[src/rtl/mips_pkg.sv]
// mips_pkg: constants shared by the MIPS32 front-end blocks.
//   MIPS_ADDR_W   - default PC / IMEM address width
//   MIPS_DATA_W   - default instruction width
//   MIPS_NOP      - instruction presented to decode when nothing is valid
//   MIPS_RESET_PC - default first fetch address after reset
package mips_pkg;

  localparam int          MIPS_ADDR_W   = 32;
  localparam int          MIPS_DATA_W   = 32;
  localparam logic [31:0] MIPS_NOP      = 32'h0000_0000;
  localparam logic [31:0] MIPS_RESET_PC = 32'h0000_0000;

endpackage

[src/rtl/fetch_queue_if.sv]
// fetch_queue_if: bundles the IMEM request/response bus and the decode-side
// signals of the fetch front end.
//   master - the fetch queue: drives imem_req/imem_addr and the if_* / count
//            outputs, receives imem_rdata, hold, redirect, redirect_pc.
//   slave  - the environment (IMEM + decode): the mirror image.
// Handshake: there is no ready on the IMEM side; every cycle with imem_req=1
// is an accepted request, and imem_rdata carries its word exactly one cycle
// later. On the decode side if_valid=1 with hold=0 consumes the head entry.
interface fetch_queue_if
  import mips_pkg::*;
#(
  parameter int ADDR_W = MIPS_ADDR_W,
  parameter int DATA_W = MIPS_DATA_W,
  parameter int DEPTH  = 4
);

  logic                     hold;
  logic                     redirect;
  logic [ADDR_W-1:0]        redirect_pc;
  logic                     imem_req;
  logic [ADDR_W-1:0]        imem_addr;
  logic [DATA_W-1:0]        imem_rdata;
  logic                     if_valid;
  logic [DATA_W-1:0]        if_instr;
  logic [ADDR_W-1:0]        if_pc_plus4;
  logic [$clog2(DEPTH):0]   count;

  modport master (
    input  hold, redirect, redirect_pc, imem_rdata,
    output imem_req, imem_addr, if_valid, if_instr, if_pc_plus4, count
  );

  modport slave (
    output hold, redirect, redirect_pc, imem_rdata,
    input  imem_req, imem_addr, if_valid, if_instr, if_pc_plus4, count
  );

endinterface

[src/rtl/fetch_queue_fifo.sv]
// fetch_fifo: DEPTH x W circular buffer for fetched {instr, pc+4} entries.
//   clk, rst     - clock, synchronous active-low reset
//   flush        - empty the queue this cycle (wins over push/pop)
//   push, push_data - write an entry at the tail
//   pop          - consume the head entry
//   valid        - queue not empty
//   head_data    - head entry (raw storage, caller gates with valid)
//   count        - occupied entries, 0..DEPTH
// No bypass: a word pushed into an empty queue becomes visible next cycle.
// DEPTH must be a power of two so the pointers wrap by plain overflow.
module fetch_fifo #(
  parameter int DEPTH = 4,
  parameter int W     = 64
) (
  input  logic                   clk,
  input  logic                   rst,
  input  logic                   flush,
  input  logic                   push,
  input  logic                   pop,
  input  logic [W-1:0]           push_data,
  output logic                   valid,
  output logic [W-1:0]           head_data,
  output logic [$clog2(DEPTH):0] count
);

  localparam int PW = $clog2(DEPTH);
  localparam int CW = PW + 1;

  logic [W-1:0]  mem_q [DEPTH];
  logic [PW-1:0] rd_ptr_q, rd_ptr_d;
  logic [PW-1:0] wr_ptr_q, wr_ptr_d;
  logic [CW-1:0] count_q, count_d;
  logic          pop_ok, push_ok;

  // Guards keep the pointers sane even if a caller misbehaves; a push into a
  // full queue is only legal when the head leaves in the same cycle.
  assign pop_ok  = pop && (count_q != '0);
  assign push_ok = push && ((count_q != CW'(DEPTH)) || pop_ok);

  always_comb begin
    rd_ptr_d = rd_ptr_q;
    wr_ptr_d = wr_ptr_q;
    count_d  = count_q;
    if (flush) begin
      rd_ptr_d = '0;
      wr_ptr_d = '0;
      count_d  = '0;
    end else begin
      if (push_ok) wr_ptr_d = wr_ptr_q + PW'(1);
      if (pop_ok)  rd_ptr_d = rd_ptr_q + PW'(1);
      count_d = count_q + CW'(push_ok) - CW'(pop_ok);
    end
  end

  always_ff @(posedge clk) begin
    if (!rst) begin
      rd_ptr_q <= '0;
      wr_ptr_q <= '0;
      count_q  <= '0;
    end else begin
      rd_ptr_q <= rd_ptr_d;
      wr_ptr_q <= wr_ptr_d;
      count_q  <= count_d;
    end
  end

  // Storage is not reset; everything downstream is gated by valid.
  always_ff @(posedge clk) begin
    if (rst && push_ok && !flush) mem_q[wr_ptr_q] <= push_data;
  end

  assign valid     = (count_q != '0);
  assign head_data = mem_q[rd_ptr_q];
  assign count     = count_q;

endmodule

[src/rtl/fetch_queue.sv]
// fetch_queue: instruction-fetch front end with a DEPTH-entry prefetch queue.
//   clk, rst - clock, synchronous active-low reset
//   bus      - fetch_queue_if.master:
//     hold, redirect, redirect_pc    decode stall / flush + new target
//     imem_req, imem_addr            one request per cycle, addr = PC register
//     imem_rdata                     word for the request of the previous cycle
//     if_valid, if_instr, if_pc_plus4 head entry (NOP / 0 when not valid)
//     count                          occupied queue entries
// A queue slot is reserved when a request issues, so the word returning one
// cycle later always has room.
module fetch_queue
  import mips_pkg::*;
#(
  parameter int               ADDR_W   = MIPS_ADDR_W,
  parameter int               DATA_W   = MIPS_DATA_W,
  parameter int               DEPTH    = 4,
  parameter logic [ADDR_W-1:0] RESET_PC = ADDR_W'(MIPS_RESET_PC)
) (
  input  logic             clk,
  input  logic             rst,
  fetch_queue_if.master    bus
);

  localparam int CW = $clog2(DEPTH) + 1;
  localparam int EW = DATA_W + ADDR_W;

  logic [ADDR_W-1:0] pc_q, pc_d;
  logic [ADDR_W-1:0] inflight_pc_q, inflight_pc_d;
  logic              inflight_q, inflight_d;

  logic              fifo_valid;
  logic [EW-1:0]     fifo_head;
  logic [CW-1:0]     fifo_count;
  logic              pop, push, req;
  logic [CW:0]       occupancy;

  // Occupancy after this cycle's pop, counting the slot reserved by a request
  // in flight; one extra bit so count+inflight can reach DEPTH cleanly.
  always_comb begin
    pop       = fifo_valid && !bus.hold && !bus.redirect;
    push      = inflight_q && !bus.redirect;
    occupancy = {1'b0, fifo_count} + (CW+1)'(inflight_q) - (CW+1)'(pop);
    req       = rst && !bus.redirect && (occupancy < (CW+1)'(DEPTH));
  end

  always_comb begin
    pc_d          = pc_q;
    inflight_pc_d = inflight_pc_q;
    inflight_d    = req;
    if (bus.redirect) begin
      pc_d = bus.redirect_pc;
    end else if (req) begin
      pc_d          = pc_q + ADDR_W'(4);
      inflight_pc_d = pc_q;
    end
  end

  always_ff @(posedge clk) begin
    if (!rst) begin
      pc_q          <= RESET_PC;
      inflight_q    <= 1'b0;
      inflight_pc_q <= '0;
    end else begin
      pc_q          <= pc_d;
      inflight_q    <= inflight_d;
      inflight_pc_q <= inflight_pc_d;
    end
  end

  fetch_fifo #(
    .DEPTH (DEPTH),
    .W     (EW)
  ) u_fifo (
    .clk       (clk),
    .rst       (rst),
    .flush     (bus.redirect),
    .push      (push),
    .pop       (pop),
    .push_data ({bus.imem_rdata, inflight_pc_q + ADDR_W'(4)}),
    .valid     (fifo_valid),
    .head_data (fifo_head),
    .count     (fifo_count)
  );

  assign bus.imem_req    = req;
  assign bus.imem_addr   = pc_q;
  assign bus.if_valid    = fifo_valid;
  assign bus.if_instr    = fifo_valid ? fifo_head[EW-1:ADDR_W] : DATA_W'(MIPS_NOP);
  assign bus.if_pc_plus4 = fifo_valid ? fifo_head[ADDR_W-1:0] : '0;
  assign bus.count       = fifo_count;

endmodule

[src/flat_wrapper.sv]
// flat-port wrapper written by rule: the top's interface ports become plain ports
module fetch_queue_flat import mips_pkg::*;
#(
  parameter int               ADDR_W   = MIPS_ADDR_W,
  parameter int               DATA_W   = MIPS_DATA_W,
  parameter int               DEPTH    = 4,
  parameter logic [ADDR_W-1:0] RESET_PC = ADDR_W'(MIPS_RESET_PC)
)
  (clk, rst, bus_hold, bus_redirect, bus_redirect_pc, bus_imem_rdata, bus_imem_req, bus_imem_addr, bus_if_valid, bus_if_instr, bus_if_pc_plus4, bus_count);
  fetch_queue_if #(.ADDR_W(ADDR_W), .DATA_W(DATA_W), .DEPTH(DEPTH)) bus_i ();
  input  logic clk;
  input  logic rst;
  input wire logic [$bits(bus_i.hold)-1:0] bus_hold;
  input wire logic [$bits(bus_i.redirect)-1:0] bus_redirect;
  input wire logic [$bits(bus_i.redirect_pc)-1:0] bus_redirect_pc;
  input wire logic [$bits(bus_i.imem_rdata)-1:0] bus_imem_rdata;
  output wire logic [$bits(bus_i.imem_req)-1:0] bus_imem_req;
  output wire logic [$bits(bus_i.imem_addr)-1:0] bus_imem_addr;
  output wire logic [$bits(bus_i.if_valid)-1:0] bus_if_valid;
  output wire logic [$bits(bus_i.if_instr)-1:0] bus_if_instr;
  output wire logic [$bits(bus_i.if_pc_plus4)-1:0] bus_if_pc_plus4;
  output wire logic [$bits(bus_i.count)-1:0] bus_count;
  assign bus_i.hold = bus_hold;
  assign bus_i.redirect = bus_redirect;
  assign bus_i.redirect_pc = bus_redirect_pc;
  assign bus_i.imem_rdata = bus_imem_rdata;
  assign bus_imem_req = bus_i.imem_req;
  assign bus_imem_addr = bus_i.imem_addr;
  assign bus_if_valid = bus_i.if_valid;
  assign bus_if_instr = bus_i.if_instr;
  assign bus_if_pc_plus4 = bus_i.if_pc_plus4;
  assign bus_count = bus_i.count;
  fetch_queue #(.ADDR_W(ADDR_W), .DATA_W(DATA_W), .DEPTH(DEPTH), .RESET_PC(RESET_PC)) u_core (.clk(clk), .rst(rst), .bus(bus_i));
endmodule
[config.mk]
export PLATFORM = sky130hd
export DESIGN_NAME = fetch_queue_flat
export DESIGN_NICKNAME = d
export VERILOG_FILES = /design/src/rtl/mips_pkg.sv /design/src/rtl/fetch_queue_if.sv /design/src/rtl/fetch_queue_fifo.sv /design/src/rtl/fetch_queue.sv /design/src/flat_wrapper.sv
export SDC_FILE = /design/constraint.sdc
export NUM_CORES = 1
export LEC_CHECK = 0
export ABC_AREA = 1
export CAP_MARGIN = 20
export CORE_MARGIN = 8
export CORE_UTILIZATION = 60
export CTS_BUF_LIST = sky130_fd_sc_hd__clkbuf_2
export CTS_CLUSTER_SIZE = 28
export DETAILED_ROUTE_END_ITERATION = 16
export PLACE_DENSITY = 0.95
export SYNTH_ARGS = -nofsm -noshare
export SYNTH_HDL_FRONTEND = slang
export SYNTH_SLANG_ARGS = --single-unit
[constraint.sdc]
create_clock -name clk -period 11.1 [get_ports clk]
set_input_delay 2.775 -clock clk [delete_from_list [all_inputs] [get_ports clk]]
set_output_delay 2.775 -clock clk [all_outputs]
set_load 0.005 [all_outputs]
* Yosys cells after proc, flatten, opt, wreduce, memory -nomap -nowiden *
Memory sizes are Yosys's and may differ from the RTL's. A register that Yosys moved wholly into a read port is not among the register bits.
Index checks and enable logic that the tools add are counted.
W data, S select, Z words.

operators by class
  bitwise gates (word level) = 2
  reductions and logical operators = 16
  $add $sub $neg = 8
  eq/ne operators = 1
  mux-type cells = 8
  order comparisons = 1

operator list
  operator                 number
  $mux W32                 4
  $add A32 B3 Y32 const B  2
  $logic_and A1 B1 Y1      9
  $add A2 B1 Y2 const B    2
  $add A3 B1 Y4            1
  $lt A4 B3 Y1 const B     1
  $mux W2                  2
  $sub A4 B1 Y4            1
  $add A3 B1 Y3            1
  $ne A3 B3 Y1 const B     1
  $reduce_bool A3 Y1       1
  $sub A3 B1 Y3            1
  $logic_not A1 Y1         2
  $mux W1                  2
  $not A1 Y1               2
  $reduce_and A2 Y1        1
  $reduce_bool A2 Y1       1
  $reduce_or A2 Y1         1
  $logic_or A1 B1 Y1       1

word-level totals
  memory bits (writable) = 256
  flip-flop bits (word level) = 72
  memories kept = 1
  word-level logic and storage cells = 43
  bits of input ports = 68
  output and inout port bits = 101

memories
  memory               words  width  rd ports  clocked after Yosys merged registers in  write ports  RTL line                source
  u_core.u_fifo.mem_q  4      64     1         1                                        1            fetch_queue_fifo.sv:29  logic [W-1:0] mem_q [DEPTH];

* Logic depth before layout (Yosys ltp) *
Gate-level depths: netlist of the first run.

  word-level depth = 10
  depth in mapped cells = 21
  depth with buffers taken out = 20

* Modules after synthesis *
From an unflattened synthesis of the first run, not the netlist that was laid out.

second synthesis, totals
  cell total of the unflattened synthesis = 1526
  area total of the unflattened synthesis = 14772.9 sq um

by module, submodules not included
  module       seq. area each (sq um)  area each (sq um)  instances  cells an instance
  fetch_fifo   7867.5                  9995.8             1          692
  fetch_queue  1301.2                  4777.1             1          834

* Least setup slack after synthesis of the first run *
No wires, ideal clock.

  path kind = input -> output
  from = input port bus_redirect
  to = output port bus_imem_req
  buffers on the path = 3
  data required time = 8325 ps
  setup slack = 3901 ps
  arrival time = 4424 ps
  stages = 12
  path through = buf_2 > inv_1 > nand2_1 > inv_1 > ha_1 > inv_1 > ha_1 > nand3_1 > a21oi_1 > nor2_4 > buf_4 > buf_2

on the way
  cells in the longest elaborated chain, start to end = 5
  elaborated cells on any way between the ends = 6
  those cells by class = 1 x add/sub; 1 x order compare; 4 x reduce/logical

RTL lines
  item                     RTL line                              source
  from (decl)              flat_wrapper.sv:14                    input wire logic [$bits(bus_i.redirect)-1:0] bus_redirect;
  $logic_not A1 Y1 (*)     fetch_queue.sv:40, fetch_queue.sv:43
  $logic_and A1 B1 Y1      fetch_queue.sv:40                     pop = fifo_valid && !bus.hold && !bus.redirect;
  $sub A4 B1 Y4            fetch_queue.sv:42                     occupancy = {1'b0, fifo_count} + (CW+1)'(inflight_q) - (CW+1)'(pop);
  $lt A4 B3 Y1             fetch_queue.sv:43                     req = rst && !bus.redirect && (occupancy < (CW+1)'(DEPTH));
  $logic_and A1 B1 Y1 (*)  fetch_queue.sv:43
  to (decl)                flat_wrapper.sv:17                    output wire logic [$bits(bus_i.imem_req)-1:0] bus_imem_req;

Mark *: on every way between the ends. The rest lies on a longest branch, timed or not.

* Worst setup path in the final report of the first run *
Same ends and word-level chain as after synthesis.

==> impl_results.md, run 1 <==
- Outcome: finished clean
- Reg power frac: 59.1%
- Clk_skew: 0.0772 ns
- WS Path Type: in2out
- Crit-path most repeated cell: inv_1
- Worst VDD drop: 0.0858 mV
- Upper clock frequency limit: 0.109 GHz
- WP data required: 8.33 ns
- I/O pin total: 169
- Type of origin of the critical path: primary input
- Worst EP arrival: 6.42 ns
- Yosys reg bits: 330
- RePlAce Congestion: 0.926
- Initial antenna violation count: 1
- WL per Instance: 17.5 um
- Clock latency on the worst-skew pair: 0.86 ns
- CTS max path bufs: 3
- Most common cell after layout, fill and taps aside: nor2_1
- TritonRoute pass-1 iters: 7
- Worst hold path class: reg2reg
- Pwr Density: 137 mW/mm^2
- Die W: 171 um
- Slowest stage delay, CP: 0.63 ns
- Synth-to-layout area growth: 18.7%
- Mapped cell area: 0.0144 sq mm
- PortBufs: 168
- Slew HR: 35.6%
- Cells after synthesis: 1,483
- First-pass GRT wire length: 56,600 um
- Period utilization: 82.8%
- Switching share of power: 25.1%
- Share of cells above drive strength 1: 9.10%
- Placed instance count: 1,911
- Die ar.: 0.0292 sq mm
- Clk root buf: clkbuf_2
- H-tree depth: 3
- Avg Cell Area, Syn: 9.69 sq um
- Crit-path cells: clkdlybuf4s50_1 > buf_4 > inv_1 > nand2_1 > inv_1 > ha_1 > inv_1 > ha_1 > nand3_1 > nand2_1 > nand3_2 > nor2_4 > buf_4 > clkdlybuf4s50_1
- Most frequent cells in the layout: nor2_1 (347), edfxtp_1 (256), nand2_1 (189)
- # resized after CTS: 0
- Initial Util: 61.2%
- Rows: 56
- Post-CTS Hold Buffers: 0
- Buffer count from post-CTS setup fixing: 0
- Yosys warning total: 0
- Max stage delay cell, worst path: inv_1
- P_leak: 6.21 nW
- NetSw: 586 uW
- Post-synth net total: 1,562
- Place WS: 1.98 ns
- Setup TNS: 0 ns
- Largest net degree at the start of global routing: 73
- CTS tree: yes
- Clock slew at reported path FFs: 0.10 ns
- Crit. End Element: primary output
- Seq/Total Area, Yosys: 63.8%
- Vias/cell: 5.64
- Vias: 11,604
- GRT Overall Usage: 24.3%
- DP HPWL: 22,200 um
- Num CTS Buffers: 79
- NumNets Final: 1,752
- Pint: 1.75 mW
- # DRC: 0
- Worst Max-Slew Pin Slew: 0.965 ns
- Post-Route WL: 36,000 um
- Worst setup margin: 1.91 ns
- Fin crit period: 9.19 ns
- Slew Viols, Final: 0
- Cell variety after synth: 31
- Synth top area cells: edfxtp_1 (53%), dfxtp_1 (10%), nor2_1 (9.2%)
- Max Cap Violations: 0
- DRT iter0 DRCs: 1,243
- Vias in the first global route: 11,685
- Share of the synthesized area in the top cell type: 53.5%
- Final Hold Viols: 0
- RSZ-0062 raised after global routing: false
- Comb pwr share: 6.6%
- Clock network fraction of total power: 34.3%
- Core area: 0.0235 sq mm
- CP bufs+invs: 7
- Grt total ovfl: 0
- Final setup fails: 0
- Non-filler cells, final: 2,056
- CP Max Fanout: 58
- Post-synth top area cell: edfxtp_1
- Crit path max-delay family: buffers and inverters
- Die H: 171 um
- CTS Sinks: 330
- Number of antenna-violating nets in the routed design: 0
-- cell usage after synthesis (all sizes together) --
master,instances
ha,10
nor3,17
xnor2,15
nor4,1
inv,93
edfxtp,256
a21boi,1
a21oi,115
o21bai,1
buf,22
nor2,357
xor2,23
a211oi,2
fa,1
clkbuf,50
dfxtp,74
nand3,73
nand2,189
o21ai,169
a22oi,3
and2,1
nand4,10
-- path summary, 6_finish.rpt --
check | start | to | slack, ns | depth (start not counted)
worst max-delay path | bus_redirect | bus_imem_req | 1.91 | 14
worst min-delay path | u_core.u_fifo.rd_ptr_q[1]$_SDFFE_PP0P_ | flop | 0.49 | 2
worst max register to register | u_core.u_fifo.count[1]$_SDFF_PP0_ | u_core.bus.imem_addr[9]$_SDFFE_PN0P_ | 7.34 | 18
worst min register to register | u_core.u_fifo.rd_ptr_q[1]$_SDFFE_PP0P_ | flop | 0.49 | 2
-- tightest hold or removal path: stages (launching register included) --
cell and delay [ns]:
dfxtp_1 0.31, inv_1 0.06, a21oi_1 0.08
-- cell families (layout without fill, tap and decap cells) --
group                      Yosys count  count (layout)  share of synthesized area [%]
and+or+nand+nor                    648             648                           18.2
DFF                                330             330                           63.8
AOI/OAI and AO/OA                  291             291                           10.3
buffers and inverters              165             418                           4.46
xor gates and xnor gates            38              38                           2.32
adders and majority gates           11              11                           1.01
other                                0               1                              0
-- power groups by stage --
stage	Clock (mW)	Combinational [mW]	Sequential, mW
floorplan	0	0.0741	1.40
global placement	0	0.145	1.41
detailed placement	0	0.152	1.41
CTS	0.815	0.154	1.38
global route	0.884	0.170	1.38
finish	0.800	0.155	1.38
-- sequential cells by signal, indices dropped and copies added, names as in the netlist, named ones only --
signal                  flops
u_core.u_fifo.count         3
u_core.u_fifo.rd_ptr_q      2
u_core.inflight_q           1
u_core.u_fifo.wr_ptr_q      2
u_core.u_fifo.mem_q       256
u_core.inflight_pc_q       32
u_core.bus.imem_addr       32
-- routing by layer --
layer  global-route usage (%)  share of wire, %  up-vias
met4                     12.1               3.2        0
met1                     29.3                39     5358
met2                     40.7                48      673
met3                     5.62               9.7      114
li1                         -                 -     5459
met5                        0                 0        -
-- through the flow --
stage / hold WS, ns / area [sq um] / util [%] / total power, mW
final: 0.487 / 17100 / 72.7 / 2.34
after global routing: 0.538 / 17100 / 72.7 / 2.44
after CTS: 0.496 / 17100 / 72.7 / 2.35
after detailed placement: 0.472 / 16300 / 69.4 / 1.56
after global placement: 0.451 / 16300 / 69.4 / 1.55
after floorplan: 0.436 / 14400 / - / 1.47
-- area by class of cell --
class | instances | area (sq um)
flip-flops and latches | 330 | 9170
fillers | 1523 | 6410
multi-input cells | 988 | 4600
repair buffers | 181 | 1780
clock buffers | 113 | 566
well taps | 319 | 399
inverters | 93 | 349
clock inverters | 31 | 191
diodes | 1 | 2.50
No activity file was read; power rests on OpenSTA's default activity.
==> inputs of run 2 (changes only) <==
- CORE_UTILIZATION: 60 -> 52
- PLACE_DENSITY: 0.95 -> 0.9
- clock period: 11.1 -> 7.45 ns (I/O delays scaled with it)
==> run 2 against run 1 <==
Effect of this change:
- first-iteration DRC count fell by 26%
- setup slack got worse by 0.73 ns
- core utilization fell by 10 points
- cell count rose by 1.4%
- critical path type unchanged
- largest power group unchanged
==> impl_results.md, run 2 (synthesis gave the netlist of run 1 again) <==
- Worst Max-Slew Pin Slew: 0.986 ns (+0.0204 ns)
- Non-filler cells, final: 2,085 (+1.4%)
- First-pass GRT wire length: 56,000 um (-1.0%)
- Met2 GRT Util: 34.5% (-6.2 points)
- Outcome: finished clean
- CTS Sinks: 330 (unchanged)
- Slew Viols, Final: 0 (unchanged)
- Final Hold Viols: 0 (unchanged)
- Gr busiest metal: met2
- Most frequent cells in the layout: nor2_1 (347), edfxtp_1 (256), nand2_1 (189)
- Core area: 0.0275 sq mm (+17%)
- Clk_skew: 0.0631 ns (-0.0141 ns)
- Synth-to-layout area growth: 19.5%
- RePlAce Congestion: 0.917 (-1.0%)
- Place WS: 1.19 ns (-0.791 ns)
- Slowest stage delay, CP: 0.53 ns (-0.10 ns)
- Vias: 11,305 (-2.6%)
- Largest Register: u_core.u_fifo.mem_q
- Worst setup margin: 1.18 ns (-0.727 ns)
- Clock slew at reported path FFs: 0.10 ns (about the same)
- # DRC: 0 (unchanged)
- Slew HR: 34.3% (-1.4 points)
- Met3 Track Usage GR: 4.85% (-0.77 points)
- Die H: 182 um (+6.7%)
- Worst hold path class: reg2reg
- Max reg flops: 256 (unchanged)
- PortBufs: 168 (unchanged)
- Clock latency on the worst-skew pair: 0.87 ns (about the same)
- Max stage delay cell, worst path: clkdlybuf4s50_1
- GRT Overall Usage: 20.8% (-3.5 points)
- Filler cells: 2,159 (+42%)
- Share of cells above drive strength 1: 9.55% (+0.45 points)
- CP bufs+invs: 8 (+1)
- Crit. End Element: primary output
- Post-Route WL: 35,100 um (-2.4%)
- Min Hold Slack: 0.478 ns (-0.00881 ns)
- Period utilization: 84.2%
- Rows: 61 (+8.9%)
- Grt total ovfl: 0 (unchanged)
- Clk root buf: clkbuf_2
- CP Max Fanout: 37 (-36%)
- Max Cap Violations: 0 (unchanged)
- Final setup fails: 0 (unchanged)
- CTS tree: yes
- WP data required: 5.59 ns (-2.74 ns)
- Post-CTS Hold Buffers: 0 (unchanged)
- I/O pin total: 169 (unchanged)
- WS Path Type: in2out
- Type of origin of the critical path: primary input
- P_leak: 6.27 nW (+0.96%)
- Worst EP arrival: 4.41 ns (-2.01 ns)
- Setup TNS: 0 ns (unchanged)
- Placed instance count: 1,939 (+1.5%)
- Num CTS Buffers: 79 (unchanged)
- Pwr Density: 209 mW/mm^2 (+52%)
- Buffer count from post-CTS setup fixing: 0 (unchanged)
- Worst path depth: 15 (+1)
- Die W: 182 um (+6.7%)
- DP HPWL: 22,200 um (about the same)
- R2R setup slack: 3.68 ns (-3.66 ns)
- Overall Power: 3.58 mW (+53%)
- Upper clock frequency limit: 0.159 GHz
- Hold depth: 2 (unchanged)
- WL per Instance: 16.8 um (-3.8%)
- Die ar.: 0.0332 sq mm (+14%)
- Fin crit period: 6.27 ns
- # resized after CTS: 0 (unchanged)
- Initial antenna violation count: 1 (unchanged)
- Worst VDD drop: 0.120 mV (+39%)
- Number of antenna-violating nets in the routed design: 0 (unchanged)
- CTS max path bufs: 3 (unchanged)
- H-tree depth: 3 (unchanged)
- Initial Util: 52.3% (-8.9 points)
- Met1 usage: 26.1% (-3.1 points)
- Reg2reg path depth: 18 (unchanged)
- NumNets Final: 1,753 (+0.057%)
- Largest net degree at the start of global routing: 78 (+6.8%)
- RSZ-0062 raised after global routing: false
- Crit path max-delay family: buffers and inverters
- Crit-path cells: clkdlybuf4s50_1 > buf_4 > inv_1 > nand2_1 > inv_1 > ha_1 > inv_1 > ha_1 > inv_1 > nand2_1 > inv_1 > nand2_1 > nand3_2 > nor2_4 > clkdlybuf4s50_1
- Most common cell after layout, fill and taps aside: nor2_1
- Vias in the first global route: 11,207 (-4.1%)
- Crit-path most repeated cell: inv_1
- Vias/cell: 5.42 (-3.9%)
- DRT iter0 DRCs: 920 (-26%)
- TritonRoute pass-1 iters: 6 (-1)
run 2: stage by stage:
stage | util, % | cell area [sq um]
3_3_place_gp | 59.5 | 16300
5_1_grt | 62.5 | 17200
4_1_cts | 62.5 | 17200
6_report | 62.5 | 17200
2_1_floorplan | - | 14400
3_5_place_dp | 59.5 | 16300
run 2: power breakdown:
group	switching, mW	total, mW	internal, mW
Sequential	0.0415	2.06	2.02
Combinational	0.124	0.230	0.106
Clock	0.711	1.30	0.585
run 2: tightest hold or removal path, stage by stage, from the launching register on:
cell	delay (ns)
dfxtp_1	0.32
inv_1	0.06
a21oi_1	0.07
run 2: final cells by class:
class	instances	area, sq um	share of cell area, %
Timing Repair Buffer	182	1790	10.4
Tap cell	346	433	2.52
Clock buffer	111	556	3.23
Sequential cell	330	9170	53.4
Inverter	93	349	2.03
Antenna cell	1	2.50	0.0146
Clock inverter	34	282	1.64
Multi-Input combinational cell	988	4600	26.8
run 2: worst paths after layout:
path | from | endpoint
worst min register to register | u_core.u_fifo.rd_ptr_q[1]$_SDFFE_PP0P_ | flop
worst max register to register | u_core.u_fifo.count[1]$_SDFF_PP0_ | u_core.bus.imem_addr[10]$_SDFFE_PN0P_
worst max-delay path | bus_redirect | bus_imem_req
worst min-delay path | u_core.u_fifo.rd_ptr_q[1]$_SDFFE_PP0P_ | flop
run 2: routing by layer:
metal  part of all wire (%)  vias up  wire length (um)
met5                      0        -                 0
met4                    2.8        0               995
met3                    9.1       80              3200
met2                     47      553             16700
met1                     41     5222             14200
li1                       -     5450                 -
==> inputs of run 3 (changes only) <==
- CORE_UTILIZATION: 52 -> 58
- PLACE_DENSITY: 0.9 -> 0.94
- clock period: 7.45 -> 6.2 ns (I/O delays scaled with it)
==> run 3 against run 2 <==
Effect of this change:
- largest cell class unchanged
- worst hold slack gained 0.023 ns
- sequential share of layout area increased by 0.32 points
- setup slack worse by 0.43 ns
- register-to-register slack got worse by 0.83 ns
- routed wire length up 3.2%
- global-route usage is 2.3 points higher
- clock skew up 0.013 ns
- die area shrank 9.5%
- highest routed layer unchanged
- total power increased by 17%
- core utilization is 7.7 points higher
==> impl_results.md, run 3 (synthesis gave the netlist of run 1 again) <==
- Fin crit period: 5.45 ns
- Worst Max-Slew Pin Slew: 0.969 ns (-0.0166 ns)
- P_leak: 6.22 nW (-0.82%)
- Crit-path cells: clkdlybuf4s50_1 > nor2_1 > nand2_1 > inv_1 > ha_1 > inv_1 > ha_1 > nand3_1 > nand2_1 > nand3_2 > nor2_4 > clkdlybuf4s50_1
- Switching share of power: 25.1% (+0.63 points)
- # DRC: 0 (unchanged)
- Vias/cell: 5.66 (+4.4%)
- Area taken by multi-input logic gates: 0.00460 sq mm (unchanged)
- Reg power frac: 59.2% (+1.8 points)
- RSZ-0062 raised after global routing: false
- Clock latency on the worst-skew pair: 0.84 ns (-0.03 ns)
- WS Path Type: in2out
- GRT Overall Usage: 23.1% (+2.3 points)
- Clock slew at reported path FFs: 0.08 ns (-0.02 ns)
- R2R setup slack: 2.85 ns (-0.83 ns)
- Final setup fails: 0 (unchanged)
- Pint: 3.13 mW (+16%)
- Worst VDD drop: 0.135 mV (+13%)
- Reg2reg path depth: 17 (-1)
- Worst hold path class: reg2reg
- Crit. End Element: primary output
- Vias: 11,653 (+3.1%)
- TritonRoute pass-1 iters: 6 (unchanged)
- I/O pin total: 169 (unchanged)
- Largest net degree at the start of global routing: 77 (-1.3%)
- Placed instance count: 1,918 (-1.1%)
- FF-to-FF End: u_core.bus.imem_addr[9]$_SDFFE_PN0P_
- Initial antenna violation count: 1 (unchanged)
- Hold depth: 2 (unchanged)
- Pwr Density: 245 mW/mm^2 (+17%)
- H-tree depth: 3 (unchanged)
- Met3 Track Usage GR: 6.12% (+1.3 points)
- Clk root buf: clkbuf_2
- Slew Viols, Final: 0 (unchanged)
- Number of antenna-violating nets in the routed design: 0 (unchanged)
- Num CTS Buffers: 78 (-1.3%)
- Hold wc startpoint: u_core.inflight_pc_q[30]$_SDFFE_PN0P_
- Grt total ovfl: 0 (unchanged)
- Slew HR: 35.4% (+1.1 points)
- Vias in the first global route: 11,458 (+2.2%)
- NumNets Final: 1,753 (unchanged)
- Core area: 0.0243 sq mm (-11%)
- Rows: 57 (-6.6%)
- Met1 usage: 27.8% (+1.6 points)
- CTS max path bufs: 3 (unchanged)
- Share of cells above drive strength 1: 9.17% (-0.38 points)
- Largest Register: u_core.u_fifo.mem_q
- CP bufs+invs: 4 (-4)
- CTS Sinks: 330 (unchanged)
- First-pass GRT wire length: 56,600 um (+1.2%)
- Slowest stage delay, CP: 0.55 ns (+0.02 ns)
- Type of origin of the critical path: primary input
- Met2 GRT Util: 38.3% (+3.8 points)
- Post-CTS Hold Buffers: 0 (unchanged)
- CP Max Fanout: 3 (-92%)
- Crit path max-delay family: buffers and inverters
- Clock network fraction of total power: 34.1% (-2.0 points)
- WL per Instance: 17.6 um (+4.5%)
- Reg2reg start: u_core.u_fifo.count[1]$_SDFF_PP0_
- Worst EP arrival: 3.90 ns (-0.51 ns)
- Clk_skew: 0.0765 ns (+0.0134 ns)
- DP HPWL: 22,500 um (+1.2%)
- Synth-to-layout area growth: 18.8%
- Gr busiest metal: met2
- RePlAce Congestion: 0.927 (+1.1%)
- DRT iter0 DRCs: 1,417 (+54%)
- Die W: 173 um (-4.8%)
- # resized after CTS: 0 (unchanged)
- Max Cap Violations: 0 (unchanged)
- Filler cells: 1,646 (-24%)
- Most common cell after layout, fill and taps aside: nor2_1
- Max stage delay cell, worst path: clkdlybuf4s50_1
- Sequential cell area: 0.00917 sq mm (unchanged)
- Buffer count from post-CTS setup fixing: 0 (unchanged)
- Non-filler cells, final: 2,059 (-1.2%)
- Hold Path End: u_core.inflight_pc_q[30]$_SDFFE_PN0P_
- Final Hold Viols: 0 (unchanged)
- Period utilization: 87.8%
- Max reg flops: 256 (unchanged)
- Die ar.: 0.0301 sq mm (-9.5%)
- Die H: 173 um (-4.8%)
- Outcome: finished clean
- NetSw: 1.05 mW (+20%)
- Upper clock frequency limit: 0.184 GHz
- Setup TNS: 0 ns (unchanged)
- Post-Route WL: 36,200 um (+3.2%)
- Worst path depth: 12 (-3)
- Most frequent cells in the layout: nor2_1 (347), edfxtp_1 (256), nand2_1 (189)
- Comb pwr share: 6.7% (+0.3 points)
- WP data required: 4.65 ns (-0.94 ns)
- Initial Util: 59.1% (+6.8 points)
- CTS tree: yes
- PortBufs: 168 (unchanged)
==> run 3: power groups by stage <==
| stage | clock network (mW) | registers [mW] | logic, mW |
|---|---|---|---|
| after floorplan | 0 | 2.51 | 0.133 |
| after global placement | 0 | 2.52 | 0.263 |
| after detailed placement | 0 | 2.52 | 0.274 |
| after CTS | 1.45 | 2.47 | 0.277 |
| after global routing | 1.56 | 2.48 | 0.306 |
| final | 1.43 | 2.47 | 0.280 |
==> run 3: cell type report <==
type	count	share of cell area, %
flip-flops and latches	330	53.7
multi-input cells	988	26.9
repair buffers	183	10.6
clock buffers	113	3.31
well taps	324	2.37
inverters	93	2.04
clock inverters	27	1.03
diodes	1	0.0147
==> run 3: worst max-delay path by stage <==
stage / slack (ns) / end / start
after floorplan: 1.03 / u_core.u_fifo.mem_q[0][0]$_DFFE_PP_ / bus_redirect
final: 0.75 / bus_imem_req / bus_hold
after global routing: 0.62 / bus_imem_req / bus_hold
after CTS: 0.75 / bus_imem_req / bus_hold
after global placement: 0.88 / bus_imem_req / bus_hold
after detailed placement: 0.78 / bus_imem_req / bus_hold
==> run 3: routing by layer <==
layer	vias to the layer above	part of all wire, %
li1	5451	-
met1	5410	38
met2	711	48
met3	81	11
met4	0	2.8
met5	-	0
==> run 3: tightest hold or removal path, delay by kind of cell, from the launching register on <==
family / cells / cell delay [ns]
flip-flops: 1 / 0.32
buffers and inverters: 1 / 0.08
AO/OA/AOI/OAI: 1 / 0.06
==> run 3: stage by stage <==
step | utilization (%) | power, mW | worst slack [ns] | instance area, sq um | hold WS (ns)
after floorplan | - | 2.64 | 1.03 | 14400 | 0.436
after global placement | 67.2 | 2.78 | 0.876 | 16300 | 0.472
after detailed placement | 67.2 | 2.79 | 0.776 | 16300 | 0.490
after CTS | 70.2 | 4.19 | 0.754 | 17100 | 0.503
after global routing | 70.2 | 4.35 | 0.623 | 17100 | 0.524
final | 70.2 | 4.18 | 0.753 | 17100 | 0.501
